[config.mk]
export PLATFORM = sky130hd
export DESIGN_NAME = ocr_frame_sequencer
export DESIGN_NICKNAME = d
export VERILOG_FILES = /design/src/rtl/ocr_pkg.sv /design/src/rtl/ocr_seq_cmd_decode.sv /design/src/rtl/ocr_frame_sequencer.sv
export SDC_FILE = /design/constraint.sdc
export NUM_CORES = 1
export LEC_CHECK = 0
export ABC_AREA = 1
export BUFFER_PORTS_ARGS = -buffer_cell sky130_fd_sc_hd__buf_2
export CORE_AREA = 3 3 63 65
export CTS_BUF_LIST = sky130_fd_sc_hd__clkbuf_4
export CTS_CLUSTER_SIZE = 30
export DETAILED_ROUTE_END_ITERATION = 8
export DIE_AREA = 0 0 66 68
export PLACE_DENSITY = 0.84
export RECOVER_POWER = 50
export SLEW_MARGIN = 25
export SYNTH_ARGS = -nofsm -noshare
export SYNTH_HDL_FRONTEND = slang
export SYNTH_SLANG_ARGS = --single-unit
[constraint.sdc]
create_clock -name clk -period 2.35 [get_ports clk]
set_clock_uncertainty 0.1 [all_clocks]
set_input_delay 0.47 -clock clk [delete_from_list [all_inputs] [get_ports clk]]
set_output_delay 0.47 -clock clk [all_outputs]
set_load 0.02 [all_outputs]
[src/rtl/ocr_pkg.sv]
// Shared state encoding, command bytes and frame size for the OCR frame sequencer.
package ocr_pkg;

  typedef enum logic [2:0] {
    StIdle     = 3'd0,
    StRxImg    = 3'd1,
    StStartBnn = 3'd2,
    StWaitBnn  = 3'd3,
    StResult   = 3'd4,
    StError    = 3'd5
  } seq_state_e;

  localparam logic [7:0] CMD_START = 8'hA5;
  localparam logic [7:0] CMD_ACK   = 8'hC3;
  localparam logic [7:0] CMD_CLEAR = 8'hFF;
  localparam logic [7:0] RESP_ERR  = 8'hEE;

  localparam int unsigned IMG_BYTES_DEFAULT = 113;

endpackage

[src/rtl/ocr_seq_cmd_decode.sv]
// Registers the incoming SPI byte and strobe, and classifies the registered byte
// as one of the three commands or as plain data.
module ocr_seq_cmd_decode
  import ocr_pkg::*;
(
  input  logic       clk,
  input  logic       rst_n,
  input  logic       byte_valid_i,
  input  logic [7:0] byte_i,
  output logic       strobe_o,
  output logic [7:0] byte_o,
  output logic       is_start_o,
  output logic       is_ack_o,
  output logic       is_clear_o,
  output logic       is_data_o
);

  logic       valid_q, valid_d;
  logic [7:0] byte_q, byte_d;

  always_comb begin
    valid_d = byte_valid_i;
    byte_d  = byte_valid_i ? byte_i : byte_q;
  end

  always_ff @(posedge clk or negedge rst_n) begin
    if (!rst_n) begin
      valid_q <= 1'b0;
      byte_q  <= 8'h00;
    end else begin
      valid_q <= valid_d;
      byte_q  <= byte_d;
    end
  end

  assign strobe_o   = valid_q;
  assign byte_o     = byte_q;
  assign is_start_o = valid_q && (byte_q == CMD_START);
  assign is_ack_o   = valid_q && (byte_q == CMD_ACK);
  assign is_clear_o = valid_q && (byte_q == CMD_CLEAR);
  assign is_data_o  = valid_q && !is_start_o && !is_ack_o && !is_clear_o;

endmodule

[src/rtl/ocr_frame_sequencer.sv]
// Top-level OCR control FSM: frame reception, BNN start, result capture and readback.
// Optional BNN watchdog enabled by defining OCR_SEQ_TIMEOUT_EN.
module ocr_frame_sequencer
  import ocr_pkg::*;
#(
  parameter int unsigned IMG_BYTES      = IMG_BYTES_DEFAULT,
  parameter int unsigned ADDR_W         = 10,
  parameter int unsigned TIMEOUT_CYCLES = 65535
) (
  input  logic              clk,
  input  logic              rst_n,
  input  logic              spi_byte_valid,
  input  logic [7:0]        spi_rx_byte,
  output logic              buf_we,
  output logic [ADDR_W-1:0] buf_waddr,
  output logic [7:0]        buf_wdata,
  output logic              buf_clear,
  input  logic              buf_full,
  output logic              bnn_start,
  input  logic              bnn_result_ready,
  input  logic [3:0]        bnn_result_out,
  output logic              result_valid,
  output logic [7:0]        spi_tx_byte,
  output logic              err_overrun,
  output logic [2:0]        fsm_state
);

  localparam logic [ADDR_W-1:0] CntLast = ADDR_W'(IMG_BYTES - 1);

  seq_state_e        state_q, state_d;
  logic [ADDR_W-1:0] cnt_q, cnt_d;
  logic              err_q, err_d;
  logic [3:0]        result_q, result_d;
  logic              rdy_q, rdy_d;
  logic [3:0]        res_in_q, res_in_d;

  logic       strobe, is_start, is_ack, is_clear, is_data;
  logic [7:0] dec_byte;

  ocr_seq_cmd_decode u_cmd_decode (
    .clk          (clk),
    .rst_n        (rst_n),
    .byte_valid_i (spi_byte_valid),
    .byte_i       (spi_rx_byte),
    .strobe_o     (strobe),
    .byte_o       (dec_byte),
    .is_start_o   (is_start),
    .is_ack_o     (is_ack),
    .is_clear_o   (is_clear),
    .is_data_o    (is_data)
  );

  // BNN result is registered so it lines up with the registered SPI command path.
  always_comb begin
    rdy_d    = bnn_result_ready;
    res_in_d = bnn_result_out;
  end

`ifdef OCR_SEQ_TIMEOUT_EN
  localparam logic [15:0] WdogLast = 16'(TIMEOUT_CYCLES - 1);

  logic [15:0] wdog_q, wdog_d;

  // Zero everywhere outside WAIT_BNN, so the count restarts on every entry.
  always_comb begin
    wdog_d = (state_q == StWaitBnn) ? wdog_q + 16'd1 : 16'd0;
  end

  always_ff @(posedge clk or negedge rst_n) begin
    if (!rst_n) begin
      wdog_q <= 16'd0;
    end else begin
      wdog_q <= wdog_d;
    end
  end
`endif

  always_ff @(posedge clk or negedge rst_n) begin
    if (!rst_n) begin
      state_q  <= StIdle;
      cnt_q    <= '0;
      err_q    <= 1'b0;
      result_q <= 4'h0;
      rdy_q    <= 1'b0;
      res_in_q <= 4'h0;
    end else begin
      state_q  <= state_d;
      cnt_q    <= cnt_d;
      err_q    <= err_d;
      result_q <= result_d;
      rdy_q    <= rdy_d;
      res_in_q <= res_in_d;
    end
  end

  always_comb begin
    state_d  = state_q;
    cnt_d    = cnt_q;
    err_d    = err_q;
    result_d = result_q;
    case (state_q)
      StIdle: begin
        if (is_start) begin
          state_d = StRxImg;
          cnt_d   = '0;
        end else if (is_clear) begin
          cnt_d = '0;
          err_d = 1'b0;
        end else if (is_data || is_ack) begin
          err_d = 1'b1;
        end
      end
      StRxImg: begin
        // Every byte is image data here; the final write wins over a late full flag.
        if (strobe && (cnt_q == CntLast)) begin
          state_d = StStartBnn;
          cnt_d   = '0;
        end else begin
          if (strobe) begin
            cnt_d = cnt_q + ADDR_W'(1);
          end
          if (buf_full) begin
            state_d = StError;
          end
        end
      end
      StStartBnn: begin
        state_d = StWaitBnn;
      end
      StWaitBnn: begin
        if (is_clear) begin
          state_d = StIdle;
          cnt_d   = '0;
          err_d   = 1'b0;
        end else begin
          if (strobe) begin
            err_d = 1'b1;
          end
          if (rdy_q) begin
            state_d  = StResult;
            result_d = res_in_q;
          end
`ifdef OCR_SEQ_TIMEOUT_EN
          else if (wdog_q == WdogLast) begin
            state_d = StError;
          end
`endif
        end
      end
      StResult: begin
        if (is_ack) begin
          state_d = StIdle;
        end else if (is_start) begin
          state_d = StRxImg;
          cnt_d   = '0;
        end else if (is_clear) begin
          state_d = StIdle;
          cnt_d   = '0;
          err_d   = 1'b0;
        end else if (is_data) begin
          err_d = 1'b1;
        end
      end
      StError: begin
        if (is_clear) begin
          state_d = StIdle;
          cnt_d   = '0;
          err_d   = 1'b0;
        end else if (strobe) begin
          err_d = 1'b1;
        end
      end
      default: begin
        state_d = StIdle;
      end
    endcase
  end

  always_comb begin
    buf_we       = 1'b0;
    buf_clear    = 1'b0;
    bnn_start    = 1'b0;
    result_valid = 1'b0;
    spi_tx_byte  = 8'h00;
    case (state_q)
      StIdle:     buf_clear = is_start | is_clear;
      StRxImg:    buf_we = strobe;
      StStartBnn: bnn_start = 1'b1;
      StWaitBnn:  buf_clear = is_clear;
      StResult: begin
        result_valid = 1'b1;
        spi_tx_byte  = {4'h0, result_q};
        buf_clear    = is_start | is_clear;
      end
      StError: begin
        spi_tx_byte = RESP_ERR;
        buf_clear   = is_clear;
      end
      default: ;
    endcase
  end

  assign buf_waddr   = cnt_q;
  assign buf_wdata   = dec_byte;
  assign err_overrun = err_q;
  assign fsm_state   = state_q;

endmodule
==> reports/results.ini, run 1 <==
[finish]
fillerInstances = 291
syn_to_final_growth_pct = 18.2
drive_gt1_frac = 0.249
fin_nets = 351
n_antenna_cell = 0

[clock_tree]
clk_latency_ns = 0.34
clkSlewWorstSetupHoldPaths_ns = 0.10
cts_hold_buf = 0
clk_path_buf_depth = 2
cts_tree = done
cts-buffers-inserted = 5
cts_sinks = 32
clockRootBuffer = clkbuf_4
htree_levels = 2

[synthesis]
synthesis.area_um2 = 2000
synth_edf_count = 0
yosys.area_share.simple = 0.402
yosysWarnings = 0
synth_seq_cells = 32
netlist_top_cells_count = nand2_1, inv_1, nor2_1, dfrtp_1, nand3_1
synth_xor_area_frac = 0.00437
synth_mux_area_frac = 0.0112
synth_top_family_by_area = simple AND/OR/NAND/NOR gates
yosysMostFrequentCell = nand2_1
seq_area_frac_synth = 0.400
synth_top_cell_area_share = 0.400
synth_top_area_cell = dfrtp_1
yosys-top-cells-area = dfrtp_1, nand2_1, inv_1, nor2_1, nand3_1
synthFlopType = dfrtp_1
synth-adder-area-share = 0.0125
syn_area_per_cell_um2 = 7.18
synth_fp_nets = 298
yosysUniqueCellTypes = 32
async_flop_share = 1.00
synth_compound_area_frac = 0.0662
synth_cells = 279

[timing]
tns_ns = 0
rsz0062_at_grt = no
worst_slew_margin_rel = -0.117
setup_viol = 0
finalMaxSlewViolations = 33
fin_crit_ns = 2.23
final.period_utilization = 0.948
hold_violations = 0
tightest_slew_ns = 1.68
clock.fmax_mhz = 449

[die]
core-area_um2 = 3390
io_pins = 51
fp.dieW_um = 66
die_h_um = 68
start_util = 0.591
dieArea_um2 = 4490
core.rowCount = 21

[routing]
vias_per_cell = 5.22
detail_route.wl_per_cell_um = 12.4
drc = 0
dr.pass1.iters = 4
routed_wirelength_um = 4720
vias = 1977
drt_iter0_markers = 155
ant_nets = 0

[placed_design]
hpwl_um = 3640
place_congestion = 0.843
port-buffer-count = 49

[critical_path]
crit_path_start_kind = flop
crit_slowest_cell = dfrtp_1
arrival_ns = 1.66
path_cells = inv_2 > nand3_1 > nand2_2 > inv_1 > nand2_1 > a21boi_0 > buf_2
critPathMaxStageDelay_ns = 0.50
critPathRequiredTime_ns = 1.78
crit_fanout = 8
cp-end-kind = primary output
regToRegSetupSlack_ns = 0.60
critPathKind = reg2out

[global_route]
grt_max_degree = 33
grt_pass1_vias = 1793
track_usage = 0.224
grt_pass1_wl_um = 7680
gr-total-overflow = 0
antenna_found_initial = 0

[run]
maxCapViolCount = 1

[run_status]
status = finished, violations left
violations = capacitance limit, slew limit

[pwr]
ir_worst_vdd_uv = 542
p_leak_nw = 1.28
power_density_nw_per_um2 = 1010
p_total_w = 0.00239

[min_path]
hold_class = in2reg

## cell type report
| type | instances | area [um^2] | share of cell area |
|---|---|---|---|
| clock buffers | 6 | 45.0 | 0.0190 |
| multi-input cells | 200 | 1010 | 0.425 |
| inverters | 40 | 153 | 0.0645 |
| clock inverters | 2 | 35.0 | 0.0148 |
| well taps | 46 | 57.6 | 0.0243 |
| flip-flops and latches | 32 | 801 | 0.338 |
| repair buffers | 53 | 270 | 0.114 |
## power by group
part | internal (W) | switching [W]
clock | 0.000234 | 0.000191
combinational | 0.000397 | 0.000799
sequential | 0.000644 | 0.000130
## final timing paths
check | from | end | depth (start not counted)
setup / recovery | fsm_state[2]$_DFFE_PN0P_ | buf_clear | 7
hold / removal | bnn_result_out[3] | res_in_q[3]$_DFF_PN0_ | 1
setup reg to reg | buf_waddr[0]$_DFFE_PN0P_ | buf_waddr[0]$_DFFE_PN0P_ | 9
hold reg to reg | res_in_q[0]$_DFF_PN0_ | result_q[0]$_DFFE_PN0P_ | 2
max in group asynchronous | rst_n | u_cmd_decode.byte_o[4]$_DFFE_PN0P_ | 1
min in group asynchronous | rst_n | result_q[3]$_DFFE_PN0P_ | 1
## per-layer routing
| metal | GRT usage | vias up | part of all wire |
|---|---|---|---|
| li1 | - | 981 | - |
| met1 | 0.278 | 918 | 0.43 |
| met2 | 0.387 | 70 | 0.49 |
| met3 | 0.0542 | 8 | 0.071 |
| met4 | 0.0711 | 0 | 0.016 |
| met5 | 0 | - | 0 |
## cells by family after synthesis
group	Yosys count
adders and majority gates	2
DFF	32
AOI/OAI and AO/OA	25
other	1
muxes	2
xor gates and xnor gates	1
and+or+nand+nor	169
buffers and inverters	47
## registers in the layout, indices dropped and copies added (netlist names)
| name | flops |
|---|---|
| rdy_q | 1 |
| fsm_state | 3 |
| res_in_q | 4 |
| u_cmd_decode.byte_o | 8 |
| err_overrun | 1 |
| u_cmd_decode.strobe_o | 1 |
| buf_waddr | 10 |
| result_q | 4 |
## critical path, delay by kind of cell (launching register included)
family	cells	cell delay [ns]
flops	1	0.50
buf+inv	3	0.36
simple gates	3	0.30
compound gates	1	0.16
## per-stage QoR
stage                     worst slack (ns)  std cells  utilization  hold WS, ns  instance area (um^2)
after floorplan                      0.269        279            -       0.0744                  2000
after global placement               0.475        369        0.670        0.336                  2270
after detailed placement             0.473        369        0.670        0.350                  2270
after CTS                           0.0779        377        0.693       0.0868                  2350
after global routing               0.00239        379        0.698        0.118                  2370
final                                0.123        379        0.698        0.130                  2370
## cells in the final DEF, fill, tap and decap left out, types with 2 or more instances in the layout
cell type | netlist | final
nand2_4 | 4 | 4
nand2_1 | 80 | 80
ha_1 | 2 | 2
nor2_2 | 4 | 7
nand3_1 | 26 | 26
nor2_1 | 35 | 32
nand4_1 | 5 | 5
o21ai_0 | 14 | 14
inv_1 | 36 | 36
buf_4 | 4 | 4
inv_2 | 3 | 3
a21oi_1 | 6 | 6
dfrtp_1 | 32 | 32
nor2_4 | 2 | 2
nand2_2 | 2 | 2
clkbuf_1 | 2 | 4
nand3b_1 | 3 | 3
mux2_2 | 2 | 2
nand3_2 | 3 | 3
a31oi_1 | 2 | 2
buf_2 | 0 | 45
clkbuf_4 | 0 | 6
## repair_timing
action | 4_1_cts | 5_1_grt
resized for setup | 0 | 3
setup endpoints to repair | 0 | 1
setup buffers | 0 | 2
No activity file was read; power rests on OpenSTA's default activity.
==> run 2, diff against run 1 <==
--- a/config.mk
+++ b/config.mk
@@ -7,12 +7,12 @@
 export LEC_CHECK = 0
 export ABC_AREA = 1
 export BUFFER_PORTS_ARGS = -buffer_cell sky130_fd_sc_hd__buf_2
-export CORE_AREA = 3 3 63 65
+export CORE_AREA = 3 3 65 67
 export CTS_BUF_LIST = sky130_fd_sc_hd__clkbuf_4
 export CTS_CLUSTER_SIZE = 30
 export DETAILED_ROUTE_END_ITERATION = 8
-export DIE_AREA = 0 0 66 68
-export PLACE_DENSITY = 0.84
+export DIE_AREA = 0 0 68 70
+export PLACE_DENSITY = 0.8
 export RECOVER_POWER = 50
 export SLEW_MARGIN = 25
 export SYNTH_ARGS = -nofsm -noshare
==> constraint.sdc (replaced) <==
create_clock -name clk -period 2.4 [get_ports clk]
set_clock_uncertainty 0.1 [all_clocks]
set_input_delay 0.48 -clock clk [delete_from_list [all_inputs] [get_ports clk]]
set_output_delay 0.48 -clock clk [all_outputs]
set_load 0.02 [all_outputs]
==> run 2 against run 1 <==
Against the previous run: the flow still finishes with violations (capacitance limit, slew limit); flip-flop and latch count did not move; setup slack better by 0.029 ns; highest routed layer unchanged; power shrank 7.8%; critical path type unchanged; final cell count is the same; critical endpoint unchanged; register-to-register slack gained 0.12 ns; hold slack better by 0.023 ns; via count fell by 2.9%; clock-buffer cell count rose by 1; combinational power decreased by 5%; sequential share of layout area grew 0.49 points; clock power down 27%.
==> reports/results.ini, run 2 (same netlist as run 1, synthesis figures left out) <==
[routing]
detail_route.wl_per_cell_um = 11.9  ; -4.5%
vias_per_cell = 5.06  ; -2.9%
drt_iter0_markers = 112  ; -28%
routed_wirelength_um = 4510  ; -4.5%
drc = 0  ; unchanged
dr.pass1.iters = 4  ; unchanged
ant_nets = 0  ; unchanged
vias = 1919  ; -2.9%

[timing]
final.period_utilization = 0.937
tns_ns = 0  ; unchanged
hold_violations = 0  ; unchanged
tightest_slew_ns = 1.66  ; -0.0207 ns
rsz0062_at_grt = no
clock.fmax_mhz = 445
worst_slew_margin_rel = -0.104  ; +0.0138
finalMaxSlewViolations = 33  ; unchanged
hold-worst-slack_ns = 0.153  ; +0.0233 ns
setup_viol = 0  ; unchanged
fin_crit_ns = 2.25

[placed_design]
place_congestion = 0.876  ; +3.9%
port-buffer-count = 49  ; unchanged
hpwl_um = 3420  ; -6.0%
dp_cells = 371  ; +0.54%

[finish]
fin_nets = 349  ; -0.57%
mostFrequentLayoutCells = nand2_1, buf_2, inv_1, nor2_1, dfrtp_1
final_common_cell = nand2_1
drive_gt1_frac = 0.242  ; -0.00756
largest_register_ffs = 10  ; unchanged
n_antenna_cell = 0  ; unchanged
fin_util = 0.633  ; -0.0658
final_cells = 379  ; unchanged
syn_to_final_growth_pct = 16.5

[pwr]
ir_worst_vdd_uv = 505  ; -6.8%
p_leak_nw = 1.26  ; -1.7%
power_density_nw_per_um2 = 946  ; -6.5%
p_total_w = 0.00221  ; -7.8%

[critical_path]
crit_path_start_kind = flop
path_cells = nand3_1 > nand2_2 > inv_1 > nand2_1 > a21boi_1 > buf_4
r2r-start = fsm_state[2]$_DFFE_PN0P_
crit_fanout = 8  ; unchanged
regToRegSetupSlack_ns = 0.72  ; +0.12 ns
path_delay_family = flip-flops
cp-end-kind = primary output
crit_slowest_cell = dfrtp_1
arrival_ns = 1.67  ; about the same
reg2reg_depth = 6  ; -3
critPathRequiredTime_ns = 1.82  ; +0.04 ns
critical_path_buf_inv_count = 2  ; -1
worst_r2r_endpoint = result_q[0]$_DFFE_PN0P_
critPathMaxStageDelay_ns = 0.56  ; +0.06 ns
critPathKind = reg2out

[min_path]
holdPathStages = 1  ; unchanged
hold_start = bnn_result_out[2]
hold_class = in2reg
hold_end = res_in_q[2]$_DFF_PN0_

[clock_tree]
htree_levels = 2  ; unchanged
clk_path_buf_depth = 2  ; unchanged
cts-buffers-inserted = 5  ; unchanged
cts_sinks = 32  ; unchanged
cts_hold_buf = 0  ; unchanged
cts_tree = done
clkSlewWorstSetupHoldPaths_ns = 0.09  ; about the same
cts.repair.resized = 0  ; unchanged
clockRootBuffer = clkbuf_4
clk_latency_ns = 0.33  ; about the same
post_cts_buffers = 0  ; unchanged

[run_status]
violations = capacitance limit, slew limit
status = finished, violations left

[global_route]
grt_pass1_wl_um = 7300  ; -4.9%
track_usage = 0.196  ; -0.0281
gr-total-overflow = 0  ; unchanged
grt_max_degree = 33  ; unchanged
grt_pass1_vias = 1707  ; -4.8%
antenna_found_initial = 0  ; unchanged

[die]
core.rowCount = 22  ; +4.8%
io_pins = 51  ; unchanged
core-area_um2 = 3690  ; +8.8%
die_h_um = 70  ; +2.9%
fp.dieW_um = 68  ; +3.0%
dieArea_um2 = 4760  ; +6.1%
start_util = 0.543  ; -0.0479

[run]
maxCapViolCount = 1  ; unchanged

-- run 2: cell types whose count changed in the layout (fill, tap and decap cells not counted) --
cell	previous run	this run
bufinv_16	1	0
buf_4	4	3
a21boi_0	1	0
a21boi_1	0	1
clkinv_2	1	0
clkinv_1	0	1
buf_2	45	44
clkbuf_4	6	7
-- run 2: worst max path at each step --
stage	start	endpoint	depth (start not counted)
after floorplan	fsm_state[0]$_DFFE_PN0P_	buf_clear	6
after global placement	u_cmd_decode.byte_o[4]$_DFFE_PN0P_	buf_clear	8
after detailed placement	u_cmd_decode.byte_o[4]$_DFFE_PN0P_	buf_clear	8
after CTS	u_cmd_decode.byte_o[3]$_DFFE_PN0P_	buf_clear	8
after global routing	fsm_state[2]$_DFFE_PN0P_	buf_clear	7
final	fsm_state[2]$_DFFE_PN0P_	buf_clear	6
-- run 2: power breakdown --
part           internal (W)  switching [W]
Sequential         0.000630       0.000133
Combinational      0.000384       0.000751
Clock              0.000135       0.000174
-- run 2: layout make-up --
| class | instances | area [um^2] |
|---|---|---|
| repair buffers | 51 | 258 |
| flip-flops and latches | 32 | 801 |
| clock inverters | 1 | 3.75 |
| multi-input cells | 200 | 1010 |
| inverters | 40 | 153 |
| well taps | 48 | 60.1 |
| fillers | 350 | 1360 |
| clock buffers | 7 | 52.6 |
-- run 2: through the flow --
stage | instance area (um^2) | setup WS (ns)
global route | 2330 | 0.0423
finish | 2330 | 0.152
global placement | 2270 | 0.520
detailed placement | 2270 | 0.469
CTS | 2330 | 0.0650
floorplan | 2000 | 0.309
-- run 2: metal layers --
| metal | vias to the layer above | share of wire | routed length [um] | GRT usage |
|---|---|---|---|---|
| met2 | 61 | 0.45 | 2040 | 0.310 |
| met3 | 6 | 0.068 | 305 | 0.0402 |
| met4 | 0 | 0.014 | 61 | 0.0596 |
| met5 | - | 0 | 0 | 0 |
| met1 | 879 | 0.47 | 2100 | 0.264 |
| li1 | 973 | - | - | - |
==> run 3, diff against run 2 <==
--- a/config.mk
+++ b/config.mk
@@ -8,7 +8,7 @@
 export ABC_AREA = 1
 export BUFFER_PORTS_ARGS = -buffer_cell sky130_fd_sc_hd__buf_2
 export CORE_AREA = 3 3 65 67
-export CTS_BUF_LIST = sky130_fd_sc_hd__clkbuf_4
+export CTS_BUF_LIST = sky130_fd_sc_hd__clkbuf_2
 export CTS_CLUSTER_SIZE = 30
 export DETAILED_ROUTE_END_ITERATION = 8
 export DIE_AREA = 0 0 68 70
==> run 3 against run 2 <==
Against the previous run: the run still ends with capacitance limit, slew limit left; wire length increased by 1.6%; power decreased by 2.4%; flip-flop and latch count unchanged; hold slack got worse by 0.062 ns; clock power decreased by 17%; largest cell class unchanged; highest routed layer unchanged.
==> reports/results.ini, run 3 (same netlist as run 1, synthesis figures left out) <==
[routing]
drc = 0  ; unchanged
vias = 1926  ; +0.36%
detail_route.wl_per_cell_um = 12.1  ; +1.4%
routed_wirelength_um = 4580  ; +1.6%
drt_iter0_markers = 113  ; +0.89%
ant_nets = 0  ; unchanged
dr.pass1.iters = 4  ; unchanged
vias_per_cell = 5.07  ; +0.10%

[critical_path]
crit_fanout = 8  ; unchanged
critPathKind = reg2out
critPathRequiredTime_ns = 1.82  ; about the same
arrival_ns = 1.69  ; +0.02 ns
cp-end-kind = primary output
crit_path_start_kind = flop

[placed_design]
place_congestion = 0.876  ; unchanged
port-buffer-count = 49  ; unchanged
hpwl_um = 3420  ; unchanged

[min_path]
hold_class = in2reg

[clock_tree]
htree_levels = 2  ; unchanged
clk_latency_ns = 0.39  ; +0.06 ns
cts_tree = done
clockRootBuffer = clkbuf_2
clkSlewWorstSetupHoldPaths_ns = 0.15  ; +0.06 ns
cts_sinks = 32  ; unchanged
clk_path_buf_depth = 2  ; unchanged
cts-buffers-inserted = 5  ; unchanged

[finish]
fin_util = 0.632  ; -0.00102
drive_gt1_frac = 0.256  ; +0.0143
final_common_cell = nand2_1
fin_nets = 350  ; +0.29%
n_antenna_cell = 0  ; unchanged
largest_register_ffs = 10  ; unchanged
syn_to_final_growth_pct = 16.3
mostFrequentLayoutCells = nand2_1, buf_2, inv_1, nor2_1, dfrtp_1
fillerInstances = 347  ; -0.86%

[timing]
fin_crit_ns = 2.27  ; +0.0248 ns
tns_ns = 0  ; unchanged
final.period_utilization = 0.947  ; +0.0103
finalMaxSlewViolations = 33  ; unchanged
tightest_slew_ns = 1.66  ; +0.00468 ns
worst_slew_margin_rel = -0.107  ; -0.00312
setup_viol = 0  ; unchanged
hold_violations = 0  ; unchanged
clock.fmax_mhz = 440  ; -1.1%

[run_status]
status = finished, violations left
violations = capacitance limit, slew limit

[die]
fp.dieW_um = 68  ; unchanged
io_pins = 51  ; unchanged
core-area_um2 = 3690  ; unchanged
dieArea_um2 = 4760  ; unchanged
start_util = 0.543  ; unchanged
core.rowCount = 22  ; unchanged
die_h_um = 70  ; unchanged

[pwr]
power_density_nw_per_um2 = 925  ; -2.3%
p_leak_nw = 1.26  ; +0.14%
ir_worst_vdd_uv = 441  ; -13%

[global_route]
antenna_found_initial = 0  ; unchanged
grt_max_degree = 33  ; unchanged
gr-total-overflow = 0  ; unchanged
grt_pass1_wl_um = 7340  ; +0.56%
grt_pass1_vias = 1712  ; +0.29%
track_usage = 0.199  ; +0.00325

[run]
maxCapViolCount = 1  ; unchanged

[run 3: cell count changes in the layout (fill, tap and decap cells not counted), sizes merged]
cell,delta
buf,+1
[run 3: what timing repair did]
item / CTS / global route
setup buffers: 0 / 1
hold buffers: 0 / 0
setup endpoints to repair: 1 / 1
pin swaps: 0 / 2
resized for setup: 1 / 8
[run 3: report_power, final]
part	internal, W	leakage (nW)	switching (W)
Sequential	0.000630	0.403	0.000130
Combinational	0.000387	0.827	0.000750
Clock	0.0000778	0.0306	0.000180
Total	0.00109	1.26	0.00106
[run 3: cell type report]
type	instances	area, um^2	area share
clock inverter	1	3.75	0.00161
tap	48	60.1	0.0258
inverter	40	153	0.0655
clock buffer	7	35.0	0.0150
sequential	32	801	0.344
timing repair buffer	52	265	0.114
multi-input combinational	200	1010	0.434
[run 3: layer usage]
metal	vias up	global-route usage	share of wire
li1	980	-	-
met1	879	0.263	0.46
met2	61	0.313	0.47
met3	6	0.0402	0.060
met4	0	0.0795	0.013
met5	-	0	0
[run 3: path summary, 6_finish.rpt]
path	startpoint	endpoint	slack [ns]	depth (start not counted)
hold reg to reg	res_in_q[3]$_DFF_PN0_	result_q[3]$_DFFE_PN0P_	0.38	2
hold / removal	bnn_result_ready	rdy_q$_DFF_PN0_	0.09	1
setup / recovery	fsm_state[2]$_DFFE_PN0P_	buf_clear	0.13	7
min in group asynchronous	rst_n	buf_waddr[2]$_DFFE_PN0P_	0.39	1
setup reg to reg	buf_waddr[0]$_DFFE_PN0P_	buf_waddr[0]$_DFFE_PN0P_	0.72	9
max in group asynchronous	rst_n	result_q[1]$_DFFE_PN0P_	0.85	1
[run 3: through the flow]
stage	cell area, um^2	cells	hold WS (ns)	power [W]	worst slack, ns
floorplan	2000	279	0.0844	0.00163	0.309
global placement	2270	371	0.342	0.00189	0.520
detailed placement	2270	371	0.356	0.00191	0.469
CTS	2310	379	0.0284	0.00217	0.0120
global route	2330	380	0.0776	0.00233	-0.00340
finish	2330	380	0.0911	0.00215	0.127
[run 3: critical path: stages, from the launching register on]
cell and delay, ns:
dfrtp_1 0.56, inv_2 0.10, nand3_1 0.12, nand2_2 0.09, inv_1 0.08, nand2_1 0.06, a21boi_2 0.15, buf_4 0.15
